[src/rtl/rts_dcts_input_fifo.sv]
// Receiving end of the RTS/DCTS router link: answers upstream DRTS with a
// one-cycle CTS pulse and queues accepted flits in a first-word fall-through FIFO.
module rts_dcts_input_fifo #(
    parameter int DATA_WIDTH = 32,
    parameter int DEPTH      = 4,
    localparam int PTR_W     = $clog2(DEPTH)
) (
    input  logic                  clk,
    input  logic                  rst,
    input  logic [DATA_WIDTH-1:0] RX,
    input  logic                  DRTS,
    input  logic                  read_en_N,
    input  logic                  read_en_E,
    input  logic                  read_en_W,
    input  logic                  read_en_S,
    input  logic                  read_en_L,
    output logic                  CTS,
    output logic [DATA_WIDTH-1:0] Data_out,
    output logic                  empty,
    output logic                  full,
    output logic [PTR_W:0]        count
);

    localparam logic [PTR_W:0] FULL_COUNT = (PTR_W + 1)'(DEPTH);

    logic [DATA_WIDTH-1:0] mem [DEPTH];
    logic [PTR_W-1:0]      rd_ptr;
    logic [PTR_W-1:0]      wr_ptr;
    logic                  wr;
    logic                  rd;

    // Handshake: upstream holds DRTS with RX stable until it sees CTS; a flit
    // transfers at the edge where DRTS and CTS are both high, and CTS is only
    // raised when there is room, so that edge always has a free slot.
    assign wr = DRTS & CTS;
    // Multi-hot grants are tolerated and still pop a single entry.
    assign rd = (read_en_N | read_en_E | read_en_W | read_en_S | read_en_L) & ~empty;

    assign empty    = (count == '0);
    assign full     = (count == FULL_COUNT);
    assign Data_out = mem[rd_ptr];

    always_ff @(posedge clk) begin
        if (rst) begin
            CTS    <= 1'b0;
            rd_ptr <= '0;
            wr_ptr <= '0;
            count  <= '0;
        end else begin
            CTS <= DRTS & ~CTS & ~full;
            if (wr) begin
                wr_ptr <= wr_ptr + 1'b1;
            end
            if (rd) begin
                rd_ptr <= rd_ptr + 1'b1;
            end
            case ({wr, rd})
                2'b10:   count <= count + 1'b1;
                2'b01:   count <= count - 1'b1;
                default: count <= count;
            endcase
        end
    end

    // Storage needs no reset; a write coinciding with reset is discarded.
    always_ff @(posedge clk) begin
        if (wr && !rst) begin
            mem[wr_ptr] <= RX;
        end
    end

    a_no_overflow: assert property (@(posedge clk) disable iff (rst) !(wr && full && !rd));

endmodule
[config.mk]
export PLATFORM = sky130hd
export DESIGN_NAME = rts_dcts_input_fifo
export DESIGN_NICKNAME = d
export VERILOG_FILES = /design/src/rtl/rts_dcts_input_fifo.sv
export SDC_FILE = /design/constraint.sdc
export NUM_CORES = 1
export LEC_CHECK = 0
export CELL_PAD_IN_SITES_DETAIL_PLACEMENT = 0
export CELL_PAD_IN_SITES_GLOBAL_PLACEMENT = 2
export CORE_MARGIN = 2
export CORE_UTILIZATION = 48
export DETAILED_ROUTE_END_ITERATION = 8
export DONT_BUFFER_PORTS = 1
export HOLD_SLACK_MARGIN = 0.03
export PLACE_DENSITY = 0.78
export SETUP_SLACK_MARGIN = 0.02
export SLEW_MARGIN = 20
export SYNTH_ARGS = -nofsm -noshare
export SYNTH_HDL_FRONTEND = slang
export SYNTH_SLANG_ARGS = --single-unit
[constraint.sdc]
create_clock -name clk -period 2.6 [get_ports clk]
set_clock_uncertainty 0.2 [all_clocks]
set_input_delay 0.13 -clock clk [delete_from_list [all_inputs] [get_ports clk]]
set_output_delay 0.13 -clock clk [all_outputs]
set_load 0.03 [all_outputs]
# Word-level counts from Yosys, hierarchy flattened
# Memory sizes are Yosys's and may differ from the RTL's. A register that Yosys moved wholly into a read port is not among the register bits.
# Cells that the tools add are included.
[totals]
reg_bits = 8
n_memories = 1
inputBits = 40
ramBits = 128
word_cells = 32
[op_classes]
reduce_logical = 4
bitwise = 11
add_sub_neg = 4
mux = 5
eq_ne = 3
[memory_table]
columns = ["memory", "depth", "width", "rd", "rd_ports_with_merged_regs", "wr", "line", "rtl"]
rows = [
  ["mem", 4, 32, 1, 1, 1, "26", "logic [DATA_WIDTH-1:0] mem [DEPTH];"],
]
[op_table]
columns = ["cell", "count"]
rows = [
  ["$pmux W3 S2", 1],
  ["$add A2 B1 Y2 const B", 2],
  ["$and A1 B1 Y1", 4],
  ["$mux W2", 2],
  ["$or A1 B1 Y1", 4],
  ["$add A3 B1 Y3 const B", 1],
  ["$eq A3 B3 Y1 const B", 1],
  ["$logic_not A3 Y1", 1],
  ["$not A1 Y1", 3],
  ["$sub A3 B1 Y3 const B", 1],
  ["$eq A2 B1 Y1 const B", 1],
  ["$eq A2 B2 Y1 const B", 1],
  ["$mux W1", 2],
  ["$reduce_bool A2 Y1", 1],
  ["$logic_and A1 B1 Y1", 1],
  ["$logic_not A1 Y1", 1],
]

# Longest topological paths before layout
# Gate-level depths: netlist of run 1.
[logic_depth]
word_depth = 7
mapped_depth = 8

# Worst setup path before layout of run 1
# No wires, ideal clock.
[synth_path]
path_type = "register to register"
from = "reg count[0]"
to = "reg count[2]"
path_slack_ns = 0.225
stages_incl_launch_ff = 9
setup_time_ns = 0.071
t_required_ns = 2.329
arrival_ns = 2.105
synth_period_minus_slack_ns = 2.375
path_cell_list = "dfxtp_1 > nor3_2 > a21oi_2 > ha_1 > inv_1 > fa_1 > xor2_1 > or3_1 > a21oi_1"
[synth_via]
elab_chain_cells = 5
elab_cells_between_ends = 9
classes_between = "2 x add/sub; 2 x eq/ne; 1 x mux; 2 x bitwise; 2 x reduce/logical"
[synth_rtl]
columns = ["item", "line", "rtl"]
rows = [
  ["start, declared", "21", "output logic [PTR_W:0] count"],
  ["start signal, assigned", "58", "2'b10: count <= count + 1'b1;"],
  ["start signal, assigned", "59", "2'b01: count <= count - 1'b1;"],
  ["start signal, assigned", "60", "default: count <= count;"],
  ["$logic_not A3 Y1 (*)", "39", "assign empty = (count == '0);"],
  ["net empty", "19", "output logic empty,"],
  ["$not A1 Y1 (*)", "37", "assign rd = (read_en_N | read_en_E | read_en_W | read_en_S | read_en_L) & ~empty;"],
  ["$and A1 B1 Y1 (*)", "37", ""],
  ["net rd", "30", "logic rd;"],
  ["$eq A2 B1 Y1 or $eq A2 B2 Y1 (tied branches)", "57", "case ({wr, rd})"],
  ["$pmux W3 S2 or $reduce_bool A2 Y1 (tied branches)", "-", ""],
]
# The timed path passes the listed nets; every way through them passes the cells marked *.
# A chain may end at the register's enable or synchronous reset.

# Worst setup path in the final report of run 1
[layout_path]
from = "in read_en_L"
to = "reg count[2]"
[layout_via]
elab_chain_cells = 4
elab_cells_between_ends = 6
classes_between = "2 x eq/ne; 1 x mux; 2 x bitwise; 1 x reduce/logical"
[layout_rtl]
columns = ["item", "line", "rtl"]
rows = [
  ["start, declared", "16", "input logic read_en_L,"],
  ["$or A1 B1 Y1 (*)", "37", ""],
  ["$and A1 B1 Y1 (*)", "37", ""],
  ["net rd", "30", ""],
  ["$eq A2 B1 Y1 or $eq A2 B2 Y1 (tied branches)", "57", ""],
  ["$pmux W3 S2 or $reduce_bool A2 Y1 (tied branches)", "-", ""],
]
# Marked as above.

==> run_results.csv, run 1 <==
group,metric,value,unit
drt,via_count,2338,
power_and_ir_drop,ir_drop,551,uV
placed_design,port_buffers,0,
global_routing,grt_pass1_vias,2622,
logic_synthesis,syn_nets,270,
drt,ant_nets,0,
placed_design,gp_congestion,0.700,
logic_synthesis,synth_area_leaders,"edfxtp_1, mux4_2, dfxtp_1, ha_1, buf_12",
finish,drive_gt1_share,28.3,%
global_routing,track_usage,17.0,%
worst_setup_path,worstPathArrival,2730,ps
finish,area_growth,23.3,%
worst_hold_path,whs_endpoint,"mem[0][22]",
clock_tree,cts_max_level,4,
clock_tree,cts_tree,"built",
drt,first_iter_violations,145,
worst_hold_path,min_path_type,"input pin to register",
power_and_ir_drop,leakage,0.00209,uW
power_and_ir_drop,p_per_area,998,nW/um^2
worst_setup_path,crit_path_cell_trace,"dlygate4sd3_1 -> nor4_4 -> dlygate4sd3_1 -> a21oi_2 -> ha_2 -> inv_1 -> fa_1 -> xor2_1 -> or3_1 -> a21oi_1",
clock_tree,cts.clk_slew.worst_paths,60,ps
floorplanning,rows,37,
worst_setup_path,cpMostUsedCell,"dlygate4sd3_1",
timing,maxSlewHeadroom,63.9,%
floorplanning,design.core.area,10400,um^2
drt,vias_per_cell,5.31,
logic_synthesis,synthFlopType,"edfxtp_1",
global_routing,grt_max_degree,33,
worst_setup_path,rrSetupSlack,340,ps
logic_synthesis,syn-cell-area,5190,um^2
clock_tree,numCtsBuffers,17,
finish,n_antenna_cell,0,
timing,post-route-period-util,96.1,%
timing,finalHoldViolCount,0,
placed_design,hpwlAfterDp,5650,um
worst_setup_path,crit_slowest_cell,"dlygate4sd3_1",
clock_tree,cts_root_buf,"clkbuf_8",
timing,rsz0062_at_grt,"false",
worst_setup_path,crit_path_end_kind,"register",
logic_synthesis,synth_edf_count,128,
timing,tns,0,ps
worst_setup_path,start_kind,"input pin",
finish,postLayoutCoreUtil,61.5,%
finish,fillCellCount,769,
worst_setup_path,cp_num_buf_inv,3,
job,maxCapViolCount,0,
drt,remaining_drc_errors,0,
timing,fmax,400,MHz
floorplanning,die_x,108,um
logic_synthesis,synthArstFlopShare,0,%
floorplanning,start_util,49.9,%
finish,nNetsFinal,337,
logic_synthesis,yosysUniqueCellTypes,28,
timing,fin_crit,2500,ps
clock_tree,clock_latency,510,ps
clock_tree,clock_path_buffers,2,
worst_setup_path,cpPeakStageDelay,580,ps
drt,avgRoutedWirePerCell,20.7,um
worst_setup_path,cp_data_required_time,2830,ps
logic_synthesis,yosysTopAreaCell,"edfxtp_1",
floorplanning,num_io_pins,78,
logic_synthesis,synth.top_cell.area_share,74.0,%
worst_setup_path,reg2reg_to,"count[0]",
global_routing,grt_remaining_overflow,0,
logic_synthesis,synthMostInstantiatedCell,"edfxtp_1",
global_routing,grt_pass1_wl,14100,um
logic_synthesis,yosys-top-cells-count,"edfxtp_1, mux4_2, dfxtp_1",
global_routing,antenna_found_initial,0,
worst_setup_path,rr_worst_depth,5,
logic_synthesis,syn_area_per_cell,23.2,um^2
drt,drtPass1Iterations,5,
worst_hold_path,worstHoldPathCells,3,
worst_setup_path,crit_family,"buffers and inverters",
logic_synthesis,syn-instance-count,224,
drt,wl,9110,um
worst_hold_path,min_from,"rst",
worst_setup_path,crit_fanout,2,
logic_synthesis,yosys_warnings,0,
clock_tree,clock_sinks,138,
timing,slew_violations,0,
run_status,status,"finished, final reports clean",
floorplanning,die_area,11700,um^2
logic_synthesis,synth_seq_cells,138,
timing,finalSetupViolations,0,
logic_synthesis,seq_area_frac_synth,77.9,%
worst_setup_path,r2r_start,"CTS",
floorplanning,die_h,108,um
worst_setup_path,worstSetupPathType,"input pin to register",
timing,worst_pin_slew,542,ps
-- how the worst max path moves through the flow --
stage                         start            to  slack, ps  cells after the start
after floorplan            count[0]      count[2]        220                      8
after global placement          CTS      count[2]        500                      7
after detailed placement        CTS      count[2]        480                      7
after CTS                  register  Data_out[16]         80                      2
after global routing      read_en_L      count[2]         30                     10
final                     read_en_L      count[2]        100                     10
-- cell families after synthesis --
group	count (synthesis)	synth area share [%]
mux	35	14.7
fa+ha+maj	6	1.59
buf+inv	15	2.24
xor+xnor	3	0.506
flops	138	77.9
simple gates	21	2.43
compound gates	6	0.699
-- flip-flops by register name, indices dropped and copies added, names as in the netlist, named ones only --
register and count:
wr_ptr 2, mem 128, CTS 1, rd_ptr 2, count 3
-- timing repair --
| action | 4_1_cts | 5_1_grt |
|---|---|---|
| setup endpoints to repair | 0 | 1 |
| endpoints found under the hold margin | 138 | 0 |
| buffers inserted | 0 | 0 |
| hold buffers | 40 | 0 |
| resized for setup | 0 | 1 |
-- metrics by stage --
| step | hold WS [ps] | power (uW) | area, um^2 | std cells | setup slack (ps) |
|---|---|---|---|---|---|
| after floorplan | 28.9 | 3850 | 5190 | 224 | 225 |
| after global placement | 2.26 | 4020 | 5430 | 368 | 498 |
| after detailed placement | 2.38 | 4050 | 5430 | 368 | 475 |
| after CTS | 46.4 | 6460 | 6400 | 440 | 79.0 |
| after global routing | 68.5 | 6650 | 6410 | 440 | 29.2 |
| final | 59.9 | 6390 | 6410 | 440 | 101 |
-- worst register-to-register path, delay by kind of cell (launching register included) --
kind,cells,cell delay (ps)
AND/OR/NAND/NOR,2,250
XOR/XNOR,1,150
flip-flops,1,550
adder cells (fa/ha/maj),1,380
buffers and inverters,1,600
-- routing by layer --
metal / vias up / GRT usage, % / share of wire, %
met5: - / 0 / 0
met4: 0 / 6.32 / 0.72
met3: 6 / 5.97 / 5.2
met2: 66 / 29.4 / 54
met1: 1208 / 19.5 / 40
li1: 1058 / - / -
-- cell type report --
class | count | area, um^2 | share of cell area (%)
Clock buffer | 17 | 414 | 6.46
Multi-Input combinational cell | 71 | 1040 | 16.3
Inverter | 7 | 26.3 | 0.410
Timing Repair Buffer | 56 | 546 | 8.52
Tap cell | 136 | 170 | 2.66
Sequential cell | 138 | 4050 | 63.2
Clock inverter | 15 | 163 | 2.54
-- cells in the final DEF, fill, tap and decap left out, drive strengths merged --
cell type    instances
nor2b                1
xnor2                1
and2                 4
fa                   1
nor2                 8
mux4                32
nand3                1
buf                 16
bufinv               2
ha                   5
xor2                 2
nor3                 1
and3                 1
o21ai                1
inv                 14
nor4b                1
edfxtp             128
or3                  1
dlygate4sd3         40
dfxtp               10
clkinv               3
a211oi               1
a21oi                4
clkbuf              17
nor4                 1
clkinvlp             3
mux2                 3
nand2                2
-- where the power goes --
group          internal (uW)  leakage [uW]  switching [uW]
registers               2490       0.00124             109
logic                    600      0.000585             875
clock network           1380      0.000274             934
total                   4470       0.00209            1920
No activity file was read; power rests on OpenSTA's default activity.
==> run 2: changes to the inputs <==
CORE_ASPECT_RATIO = 0.7   (was not set)
CORE_UTILIZATION = 35   (was 48)
PLACE_DENSITY = 0.6   (was 0.78)
SLEW_MARGIN = not set   (was 20)
==> run_results.csv, run 2 (synthesis gave the netlist of run 1 again) <==
group,metric,value,unit
run_status,status,"finished, final reports clean",
worst_setup_path,crit_path_end_kind,"output pin",
finish,area_growth,25.0,%
global_routing,antenna_found_initial,1,
worst_setup_path,crit_family,"multiplexers",
global_routing,grtUsageMet1,16.3,%
clock_tree,cts.clk_slew.worst_paths,60,ps
clock_tree,clock_path_buffers,2,
power_and_ir_drop,p_per_area,1000,nW/um^2
timing,finalHoldViolCount,0,
floorplanning,die_x,150,um
finish,largest_register_ffs,128,
power_and_ir_drop,p_switching,1900,uW
clock_tree,cts_resized,0,
timing,finalSetupViolations,0,
finish,layout_common_cells,"edfxtp_1, dlygate4sd3_1, mux4_2",
global_routing,grt_max_degree,26,
finish,fillCellCount,1263,
global_routing,track_usage,12.8,%
timing,tns,0,ps
power_and_ir_drop,clockPowerShare,37.2,%
finish,drive_gt1_share,27.7,%
global_routing,grt_remaining_overflow,0,
worst_setup_path,cp_data_required_time,2270,ps
power_and_ir_drop,leakage,0.00210,uW
drt,avgRoutedWirePerCell,19.2,um
finish,nNetsFinal,333,
drt,remaining_drc_errors,0,
global_routing,grt_pass1_wl,14800,um
global_routing,gr-usage-met3,5.02,%
clock_tree,cts_tree,"built",
floorplanning,start_util,35.6,%
drt,first_iter_violations,104,
timing,fmax,452,MHz
timing,slew_violations,0,
power_and_ir_drop,p_total,6510,uW
worst_setup_path,cp_num_buf_inv,1,
worst_hold_path,whs_endpoint,"mem[2][23]",
power_and_ir_drop,switching_share,29.1,%
timing,maxSlewHeadroom,59.2,%
worst_setup_path,crit_slowest_cell,"mux4_2",
finish,layout_commonest_cell,"edfxtp_1",
global_routing,globalRouteMet2Util,20.1,%
drt,via_count,2338,
finish,largestRegisters,"mem x128, count x3",
clock_tree,clock_latency,400,ps
worst_setup_path,worstPathArrival,1880,ps
job,maxCapViolCount,0,
clock_tree,cts_max_level,4,
power_and_ir_drop,p_int,4610,uW
placed_design,port_buffers,0,
floorplanning,rows,37,
worst_hold_path,min_path_type,"input pin to register",
worst_hold_path,worstHoldPathCells,2,
floorplanning,design.core.area,14600,um^2
finish,seq_area,4050,um^2
clock_tree,numCtsBuffers,17,
drt,drtPass1Iterations,4,
worst_setup_path,crit_path_cell_trace,"buf_12 -> mux4_2",
drt,vias_per_cell,4.71,
placed_design,gp_congestion,0.681,
worst_hold_path,min_from,"rst",
timing,fin_crit,2210,ps
timing,post-route-period-util,85.2,%
drt,ant_nets,0,
finish,top_register,"mem",
worst_setup_path,reg2reg_to,"count[2]",
floorplanning,die_h,106,um
worst_setup_path,cpPeakStageDelay,640,ps
power_and_ir_drop,sequentialPowerShare,40.1,%
floorplanning,die_area,15800,um^2
worst_setup_path,rrSetupSlack,450,ps
clock_tree,clock_sinks,138,
floorplanning,num_io_pins,78,
worst_setup_path,worstSetupPathType,"register to output pin",
drt,wl,9530,um
timing,worst_pin_slew,613,ps
worst_setup_path,crit_fanout,12,
power_and_ir_drop,pwr-share-comb,22.7,%
worst_setup_path,start_kind,"register",
timing,rsz0062_at_grt,"false",
worst_setup_path,rr_worst_depth,7,
global_routing,grt-busiest-layer,"met2",
finish,multi_input_area,1040,um^2
placed_design,hpwlAfterDp,5940,um
global_routing,grt_pass1_vias,2604,
power_and_ir_drop,ir_drop,471,uV
worst_setup_path,r2r_start,"CTS",
clock_tree,cts_root_buf,"clkbuf_16",
-- run 2: worst max path at each step --
stage / startpoint / endpoint / slack [ps] / depth (start not counted)
floorplan: count[0] / count[2] / 220 / 8
global route: register / Data_out[14] / 280 / 2
detailed placement: CTS / mem[3][7] / 450 / 4
finish: register / Data_out[24] / 390 / 2
global placement: CTS / count[2] / 460 / 7
CTS: register / Data_out[24] / 310 / 2
-- run 2: what timing repair did --
action | 4_1_cts | 5_1_grt
endpoints found under the hold margin | 138 | 0
hold buffers | 38 | 0
setup buffers | 0 | 0
-- run 2: area by class of cell --
class / count / share of cell area, %
inverters: 7 / 0.405
repair buffers: 52 / 8.25
clock buffers: 19 / 6.67
flip-flops and latches: 138 / 62.3
multi-input cells: 71 / 16.0
clock inverters: 13 / 2.58
well taps: 195 / 3.76
diodes: 1 / 0.0385
-- run 2: through the flow --
step / hold WS (ps) / cells / setup slack, ps / instance area, um^2 / utilization, %
after CTS: 58.6 / 495 / 307 / 6490 / 44.5
after global routing: 83.3 / 496 / 277 / 6490 / 44.5
final: 66.2 / 496 / 386 / 6490 / 44.5
after detailed placement: 4.14 / 425 / 454 / 5510 / 37.8
after global placement: 2.84 / 425 / 462 / 5510 / 37.8
after floorplan: 28.9 / 224 / 225 / 5190 / -
-- run 2: per-layer routing --
layer / share of wire, % / wire, um
met1: 45 / 4300
met2: 47 / 4490
met3: 7.0 / 666
met4: 0.68 / 65
met5: 0 / 0
-- run 2: power groups by stage --
stage / logic (uW) / registers, uW / clock network (uW)
after floorplan: 1240 / 2610 / 0
after global placement: 1410 / 2660 / 0
after detailed placement: 1420 / 2660 / 0
after CTS: 1510 / 2620 / 2490
after global routing: 1580 / 2620 / 2570
final: 1480 / 2610 / 2420
